--- src/rtl/score_pkg.sv ---
// score_pkg -- shared definitions for the score tracker.
//   evt_e       : event codes carried on evt_type
//   state_e     : score_tracker FSM states
//   ADD_*       : BCD point addends (score unit is 10 points)
//   stomp_points: STOMP chain table, used when SCORE_COMBO_EN is defined
//   bcd_inc2    : 2-digit packed BCD increment, wraps 99 -> 00
//   LIVES_INIT  : life count after reset
package score_pkg;

  typedef enum logic [2:0] {
    EVT_NOP   = 3'd0,
    EVT_COIN  = 3'd1,
    EVT_STOMP = 3'd2,
    EVT_BLOCK = 3'd3,
    EVT_FLAG  = 3'd4,
    EVT_LAND  = 3'd5,
    EVT_CLEAR = 3'd6,
    EVT_RSVD  = 3'd7
  } evt_e;

  typedef enum logic {
    ST_IDLE = 1'b0,
    ST_ADD  = 1'b1
  } state_e;

  localparam logic [15:0] ADD_COIN  = 16'h0020;
  localparam logic [15:0] ADD_BLOCK = 16'h0005;
  localparam logic [15:0] ADD_STOMP = 16'h0010;

  // Chain index saturates here; at this index STOMP scores nothing and awards a life.
  localparam logic [2:0] CHAIN_MAX = 3'd4;

  localparam logic [7:0] LIVES_INIT = 8'h03;

  function automatic logic [15:0] stomp_points(input logic [2:0] idx);
    case (idx)
      3'd0:    stomp_points = 16'h0010;
      3'd1:    stomp_points = 16'h0020;
      3'd2:    stomp_points = 16'h0040;
      3'd3:    stomp_points = 16'h0080;
      default: stomp_points = 16'h0000;
    endcase
  endfunction

  function automatic logic [7:0] bcd_inc2(input logic [7:0] v);
    logic [3:0] lo;
    logic [3:0] hi;
    lo = v[3:0];
    hi = v[7:4];
    if (lo == 4'd9) begin
      lo = 4'd0;
      hi = (hi == 4'd9) ? 4'd0 : hi + 4'd1;
    end else begin
      lo = lo + 4'd1;
    end
    bcd_inc2 = {hi, lo};
  endfunction

endpackage

--- src/rtl/bcd_digit_add.sv ---
// bcd_digit_add -- combinational single BCD digit adder.
//   a, b : input digits (0-9)
//   cin  : carry in
//   sum  : result digit (0-9)
//   cout : decimal carry out
module bcd_digit_add (
  input  logic [3:0] a,
  input  logic [3:0] b,
  input  logic       cin,
  output logic [3:0] sum,
  output logic       cout
);

  logic [4:0] raw;

  always_comb begin
    raw = {1'b0, a} + {1'b0, b} + {4'b0000, cin};
    // Binary results 10..19 are corrected by +6 to wrap into a legal digit.
    if (raw > 5'd9) begin
      sum  = raw[3:0] + 4'd6;
      cout = 1'b1;
    end else begin
      sum  = raw[3:0];
      cout = 1'b0;
    end
  end

endmodule

--- src/rtl/score_tracker.sv ---
// score_tracker -- BCD score / coin / life tracker for game events.
//   Clk         : clock, rising edge
//   Reset       : synchronous active-high reset
//   evt_valid   : event offered; accepted when evt_valid && evt_ready
//   evt_ready   : high only in IDLE
//   evt_type    : event code (score_pkg::evt_e)
//   evt_arg     : FLAG height 0-7
//   Score       : 4-digit packed BCD score (unit 10 points), saturates at 9999
//   Coins       : 2-digit packed BCD coin count, wraps 99 -> 00 with a life award
//   Lives       : 2-digit packed BCD life count, saturates at 99
//   oneup_pulse : one-cycle strobe per life awarded
// Optional feature macro: SCORE_COMBO_EN (STOMP chain 10/20/40/80, then lives).
//
// Handshake: an event transfers on a rising edge where evt_valid and evt_ready
// are both high; evt_ready is a pure function of state, never of evt_valid.
// Non-zero addends run IDLE -> ADD (4 cycles, one digit per cycle, LSD first)
// -> IDLE; Score is committed in one write on the last ADD cycle.
module score_tracker
  import score_pkg::*;
(
  input  logic        Clk,
  input  logic        Reset,
  input  logic        evt_valid,
  output logic        evt_ready,
  input  logic [2:0]  evt_type,
  input  logic [2:0]  evt_arg,
  output logic [15:0] Score,
  output logic [7:0]  Coins,
  output logic [7:0]  Lives,
  output logic        oneup_pulse
);

  state_e      state;
  state_e      state_next;
  evt_e        evt;
  logic        accept;
  logic [15:0] addend;
  logic        award_life;
  logic [15:0] addend_q;
  logic [11:0] acc;
  logic [1:0]  digit_idx;
  logic        carry;
  logic [3:0]  dig_a;
  logic [3:0]  dig_b;
  logic [3:0]  dig_sum;
  logic        dig_cout;
`ifdef SCORE_COMBO_EN
  logic [2:0]  chain;
`endif

  assign evt    = evt_e'(evt_type);
  assign accept = evt_valid && evt_ready;

  // Event decode into an addend and a life award.
  always_comb begin
    addend     = 16'h0000;
    award_life = 1'b0;
    case (evt)
      EVT_COIN: begin
        addend     = ADD_COIN;
        award_life = (Coins == 8'h99);
      end
`ifdef SCORE_COMBO_EN
      EVT_STOMP: begin
        addend     = stomp_points(chain);
        award_life = (chain == CHAIN_MAX);
      end
`else
      EVT_STOMP: addend = ADD_STOMP;
`endif
      EVT_BLOCK: addend = ADD_BLOCK;
      EVT_FLAG:  addend = {5'b00000, evt_arg, 8'h00};
      default:   addend = 16'h0000;
    endcase
  end

  // FSM: state register
  always_ff @(posedge Clk) begin
    if (Reset) state <= ST_IDLE;
    else       state <= state_next;
  end

  // FSM: next state
  always_comb begin
    state_next = state;
    case (state)
      ST_IDLE: if (accept && (addend != 16'h0000)) state_next = ST_ADD;
      ST_ADD:  if (digit_idx == 2'd3) state_next = ST_IDLE;
      default: state_next = ST_IDLE;
    endcase
  end

  // FSM: outputs
  always_comb begin
    evt_ready = (state == ST_IDLE);
  end

  // Digit datapath: the adder is shared by all four ADD cycles.
  assign dig_a = Score[{digit_idx, 2'b00} +: 4];
  assign dig_b = addend_q[{digit_idx, 2'b00} +: 4];

  bcd_digit_add u_digit_add (
    .a    (dig_a),
    .b    (dig_b),
    .cin  (carry),
    .sum  (dig_sum),
    .cout (dig_cout)
  );

  always_ff @(posedge Clk) begin
    if (Reset) begin
      Score       <= 16'h0000;
      Coins       <= 8'h00;
      Lives       <= LIVES_INIT;
      oneup_pulse <= 1'b0;
      addend_q    <= 16'h0000;
      acc         <= 12'h000;
      digit_idx   <= 2'd0;
      carry       <= 1'b0;
`ifdef SCORE_COMBO_EN
      chain       <= 3'd0;
`endif
    end else begin
      oneup_pulse <= 1'b0;
      if (accept) begin
        // Latching the decoded addend freezes evt_type/evt_arg for the ADD phase.
        addend_q  <= addend;
        digit_idx <= 2'd0;
        carry     <= 1'b0;
        if (award_life) begin
          oneup_pulse <= 1'b1;
          if (Lives != 8'h99) Lives <= bcd_inc2(Lives);
        end
        case (evt)
          EVT_COIN:  Coins <= bcd_inc2(Coins);
          EVT_CLEAR: begin
            Score <= 16'h0000;
            Coins <= 8'h00;
          end
          default: ;
        endcase
`ifdef SCORE_COMBO_EN
        case (evt)
          EVT_STOMP: if (chain != CHAIN_MAX) chain <= chain + 3'd1;
          EVT_LAND, EVT_CLEAR: chain <= 3'd0;
          default: ;
        endcase
`endif
      end else if (state == ST_ADD) begin
        carry     <= dig_cout;
        digit_idx <= digit_idx + 2'd1;
        case (digit_idx)
          2'd0: acc[3:0]  <= dig_sum;
          2'd1: acc[7:4]  <= dig_sum;
          2'd2: acc[11:8] <= dig_sum;
          // Carry out of the top digit means the sum passed 9999.
          default: Score <= dig_cout ? 16'h9999 : {dig_sum, acc};
        endcase
      end
    end
  end

endmodule

--- config.mk ---
export PLATFORM = sky130hd
export DESIGN_NAME = score_tracker
export DESIGN_NICKNAME = d
export VERILOG_FILES = /design/src/rtl/score_pkg.sv /design/src/rtl/bcd_digit_add.sv /design/src/rtl/score_tracker.sv
export SDC_FILE = /design/constraint.sdc
export NUM_CORES = 1
export LEC_CHECK = 0
export CORE_ASPECT_RATIO = 0.5
export CORE_UTILIZATION = 35
export CTS_CLUSTER_SIZE = 30
export DETAILED_ROUTE_END_ITERATION = 16
export GPL_ROUTABILITY_DRIVEN = 0
export PLACE_DENSITY_LB_ADDON = 0.12
export SYNTH_ARGS = -nofsm -noshare
export SYNTH_HDL_FRONTEND = slang
export SYNTH_HIERARCHICAL = 1
export SYNTH_SLANG_ARGS = --single-unit
--- constraint.sdc ---
create_clock -name Clk -period 5.87 [get_ports Clk]
set_input_delay 1.4675 -clock Clk [delete_from_list [all_inputs] [get_ports Clk]]
set_output_delay 1.4675 -clock Clk [all_outputs]
set_load 0.1 [all_outputs]
==> results.cfg, run 1 <==
[timing]
post-route-period-util = 0.715
fmax_ghz = 0.238
setup_tns_ps = 0
rsz0062_at_grt = no
hold_ws_ps = 456
skew_ps = 6.95
setup_viol = 0
fin_crit_ps = 4200
worst_pin_slew_ps = 1030
hold_viol = 0
slew_headroom = 0.314
finalMaxSlewViolations = 0

[synth]
ys.flop_type = dfxtp_1
ys_ff_latch = 55
synth_area_per_cell_um2 = 8.47
syn-num-nets = 352
synthCells = 329
ys_seq_area_frac = 0.395
synth_top_cell_area_share = 0.395
async_reset_ff_frac = 0
synth_edf_count = 0
synth_area_um2 = 2790
yosysWarnings = 6
synth.distinct_cells = 56
yosysTopAreaCell = dfxtp_1
synth.top_cells.by_area = dfxtp_1 (39%), a21oi_1 (8.8%), nand2_1 (5.5%)

[clock_tree]
post_cts_resized = 0
cts.htree.levels = 2
cts_tree = built
clkTransAtPathRegs_ps = 70
cts_buffers = 5
cts_hold_buf = 0
worst_skew_pair.late_latency_ps = 300
post_cts_buffers = 0
clkSinkCount = 55
cts_buffer_depth = 2
clockRootBuffer = clkbuf_16

[grt]
grt_pass1_vias = 2303
grt_overflow = 0
track_usage = 0.175
grt_max_degree = 58
antenna_found_initial = 0
grt_pass1_wl_um = 11500

[die]
start_util = 0.371
fp.coreArea_um2 = 7510
die_h_um = 65.1
num_io_pins = 43
die-area_um2 = 8350
die_w_um = 128
core.rowCount = 22

[detailed_routing]
ant_nets = 0
wl_per_cell_um = 14.2
vias = 2423
post-route-drc-count = 0
first_iter_violations = 176
first_pass_iters = 4
vias_per_cell = 5.19
wl_um = 6640

[layout]
multi_input_area_um2 = 1550
synthToLayoutAreaGrowth_pct = 22.0
fillers = 760
antennaDiodeCount = 0
nets = 381
drive_gt1_frac = 0.0669
seq_area_um2 = 1100

[setup_path]
start_kind = flip-flop
critPathBufInv = 0
cp.arrival_ps = 4420
cp-end-kind = flip-flop
crit_fanout = 12
slowest_stage = dfxtp_1
crit_top_cell = fa_1
r2r_setup_slack_ps = 1670
path_delay_family = adder cells
crit_type = reg2reg
crit_path_max_incr_delay_ps = 680
critical_path_required_ps = 6090
crit_chain = mux4_2, fa_1, fa_1, xnor2_1, ha_1, a31o_1, o31ai_4, mux2i_1, nand3_1, a21oi_1

[pwr]
finalPower_mw = 0.758
peakVddDrop_uv = 106
power_density_nw_per_um2 = 223
p_leak_nw = 1.17

[placed_design]
dpl.hpwl_um = 4690
port_buffers = 42

[hold_path]
hold_path.class = reg2reg

[run_status]
status = finished, final reports clean

[flow_run]
maxCapViolations = 0
[worst min-delay path: cells and delay by family, from the launching register on]
kind             cells  cell delay [ps]
AND/OR/NAND/NOR      1               50
AO/OA/AOI/OAI        1               50
flip-flops           1              310
[cells by family after synthesis]
kind of cell | share of synthesized area
xor+xnor | 0.0157
flops | 0.395
compound gates | 0.195
fa+ha+maj | 0.0682
simple gates | 0.240
mux | 0.0359
other cells | 0.00135
buf+inv | 0.0489
[sequential cells by signal, summed over array words and instances (netlist names)]
signal / count
carry: 1
acc: 12
digit_idx: 2
Coins: 8
Lives: 8
Score: 16
state: 1
addend_q: 6
oneup_pulse: 1
[final cells by class]
cell class | instances | area share
multi-input combinational | 242 | 0.456
sequential | 55 | 0.324
timing repair buffer | 42 | 0.122
clock buffer | 6 | 0.0408
tap | 108 | 0.0397
inverter | 12 | 0.0132
clock inverter | 2 | 0.00478
[cells in the mapped netlist, drive strengths merged, types with 2 or more instances]
master	n
a2111oi	2
inv	12
nand3b	2
mux4	4
clkbuf	15
a21o	3
o21ai	13
and3b	3
o31ai	5
nor2	17
nor3	7
fa	2
nor4b	2
a22oi	3
or4	3
o211ai	3
buf	5
nand4b	2
dfxtp	55
a21oi	50
nand2	41
a31oi	2
o22ai	3
and3	2
nand3	26
nor3b	3
nor4	2
nand4	6
ha	12
xor2	2
nor2b	4
xnor2	3
nand2b	2
[per-stage QoR]
stage / utilization / instances / setup WS (ps) / area [um2]
after floorplan: - / 329 / 2140 / 2790
after global placement: 0.432 / 459 / 1890 / 3250
after detailed placement: 0.432 / 459 / 1700 / 3250
after CTS: 0.453 / 467 / 1690 / 3400
after global routing: 0.453 / 467 / 1460 / 3400
final: 0.453 / 467 / 1670 / 3400
[path summary, 6_finish.rpt]
path,start,to,cells past startpoint
max,digit_idx[0],acc[6],10
max reg2reg,digit_idx[0],acc[6],10
min reg2reg,acc[4],acc[4],2
min,acc[4],acc[4],2
[cell usage in the layout, fill, tap and decap left out, types with 3 or more instances in the layout]
cell | Yosys | final
dfxtp_1 | 55 | 55
a21oi_1 | 49 | 49
nand2_1 | 41 | 41
clkdlybuf4s50_1 | 0 | 41
nand3_1 | 26 | 26
nor2_1 | 17 | 17
o21ai_0 | 13 | 13
inv_1 | 12 | 12
ha_1 | 12 | 12
nor3_1 | 7 | 7
nand4_1 | 5 | 5
clkbuf_16 | 0 | 5
mux4_2 | 4 | 4
o31ai_1 | 4 | 4
nor2b_1 | 3 | 3
o22ai_1 | 3 | 3
o211ai_1 | 3 | 3
or4_1 | 3 | 3
xnor2_1 | 3 | 3
a22oi_1 | 3 | 3
[routing by layer]
layer,up-vias,part of all wire,global-route usage
met3,5,0.043,0.0415
met4,0,0.0086,0.0441
met5,-,0,0
met1,1126,0.52,0.245
li1,1245,-,-
met2,47,0.43,0.272
[where the power goes]
group          leakage [nW]  internal (mW)  switching, mW
logic                 0.654         0.0192         0.0435
registers             0.444          0.376        0.00851
clock network        0.0731          0.171          0.139
(Power assumes the default switching activity.)
==> run 2, diff against run 1 <==
- clock period: 5.87 -> 3.55 ns (I/O delays scaled with it)
==> run 2 against run 1 <==
Setup slack got worse by 1500 ps. Clock skew rose by 0.92 ps. Wire length rose by 2.3%. Final cell count rose by 1.9%. Via count rose by 3.3%. Sequential share of layout area barely moved. Sequential power rose by 64%. Critical path type unchanged. Largest cell class unchanged.
==> results.cfg, run 2 (same netlist as run 1, synthesis figures left out) <==
[timing]
setup_viol = 0
setup_tns_ps = 0
rsz0062_at_grt = no
finalMaxSlewViolations = 0
hold_viol = 0
hold_ws_ps = 452
worst_pin_slew_ps = 1060
fin_crit_ps = 3370
slew_headroom = 0.293
fmax_ghz = 0.297
skew_ps = 7.86
post-route-period-util = 0.949

[layout]
largest_register_ffs = 16
final_common_cell = dfxtp_1
reg_top3 = Score x16, acc x12
regMostFlops = Score
antennaDiodeCount = 0
drive_gt1_frac = 0.207
nets = 390
synthToLayoutAreaGrowth_pct = 22.5
mostFrequentLayoutCells = dfxtp_1 (51), a21oi_1 (48), nand2_1 (41), buf_4 (41), nand3_1 (26)

[die]
num_io_pins = 43
die_w_um = 128
die-area_um2 = 8350
fp.coreArea_um2 = 7510
die_h_um = 65.1
core.rowCount = 22
start_util = 0.371

[setup_path]
critPathBufInv = 1
slowest_stage = mux4_2
cp-end-kind = flip-flop
crit_fanout = 4
path_delay_family = adder cells
critical_path_required_ps = 3760
start_kind = flip-flop
crit_path_max_incr_delay_ps = 530
crit_chain = mux4_2, fa_2, fa_2, inv_1, ha_1, a31o_1, o31ai_4, mux2i_2, nand3_1, a21oi_1
cp.arrival_ps = 3580
crit_type = reg2reg
crit_top_cell = fa_2

[clock_tree]
worst_skew_pair.late_latency_ps = 290
cts.htree.levels = 2
cts_buffers = 5
cts_tree = built
clockRootBuffer = clkbuf_16
clkTransAtPathRegs_ps = 70
clkSinkCount = 55
cts_buffer_depth = 2

[detailed_routing]
first_pass_iters = 4
first_iter_violations = 142
wl_um = 6800
post-route-drc-count = 0
ant_nets = 0
vias = 2503
vias_per_cell = 5.26
wl_per_cell_um = 14.3

[grt]
grt_pass1_vias = 2351
antenna_found_initial = 0
grt_overflow = 0
grt_max_degree = 58
track_usage = 0.176
grt_pass1_wl_um = 11500

[hold_path]
hold_path.class = reg2reg

[pwr]
p_leak_nw = 1.29
power_density_nw_per_um2 = 361
peakVddDrop_uv = 214

[run_status]
status = finished, final reports clean

[flow_run]
maxCapViolations = 0

[placed_design]
port_buffers = 42
dpl.hpwl_um = 4890
run 2: changes by cell type in the layout (fill, tap and decap cells not counted), sizes merged:
cell / change
clkdlybuf4s50: -33
buf: +42
run 2: final timing paths:
path,endpoint,slack (ps),depth (start not counted),startpoint
setup / recovery,Score[14],180,10,digit_idx[0]
hold / removal,acc[3],450,2,acc[3]
setup reg to reg,Score[14],180,10,digit_idx[0]
hold reg to reg,acc[3],450,2,acc[3]
run 2: cell type report:
type,instances,area [um2]
Multi-Input combinational cell,242,1580
Timing Repair Buffer,51,404
Tap cell,108,135
Inverter,12,45.0
Fill cell,763,4100
Sequential cell,55,1110
Clock buffer,6,129
Clock inverter,2,12.5
run 2: worst reg2reg max path, stage by stage (launching register included):
cell and delay, ps:
dfxtp_1 350, mux4_2 530, fa_2 420, fa_2 520, inv_1 80, ha_1 230, a31o_1 250, o31ai_4 280
mux2i_2 340, nand3_1 120, a21oi_1 150
run 2: timing repair:
item | CTS | global route
endpoints found under the setup margin | 0 | 18
resized for setup | 0 | 10
buffers inserted | 0 | 0
hold buffers | 0 | 0
run 2: through the flow:
step | setup slack (ps) | total power [mW] | util | area, um2 | std cells
floorplan | 67.9 | 0.725 | - | 2800 | 329
global placement | 180 | 0.761 | 0.431 | 3240 | 468
detailed placement | 87.4 | 0.763 | 0.431 | 3240 | 468
CTS | 53.2 | 1.25 | 0.450 | 3380 | 476
global route | 25.5 | 1.28 | 0.455 | 3420 | 476
finish | 181 | 1.23 | 0.455 | 3420 | 476
run 2: where the power goes:
| part | leakage, nW | switching, mW | total [mW] | internal (mW) |
|---|---|---|---|---|
| registers | 0.446 | 0.00740 | 0.630 | 0.623 |
| clock network | 0.0669 | 0.223 | 0.484 | 0.261 |
| logic | 0.773 | 0.0816 | 0.120 | 0.0381 |
| total | 1.29 | 0.312 | 1.23 | 0.922 |
run 2: routing by layer:
layer	track usage	vias to the layer above	wire length [um]
li1	-	1260	-
met1	0.240	1199	3460
met2	0.280	42	3010
met3	0.0480	2	301
met4	0.0353	0	21
met5	0	-	0
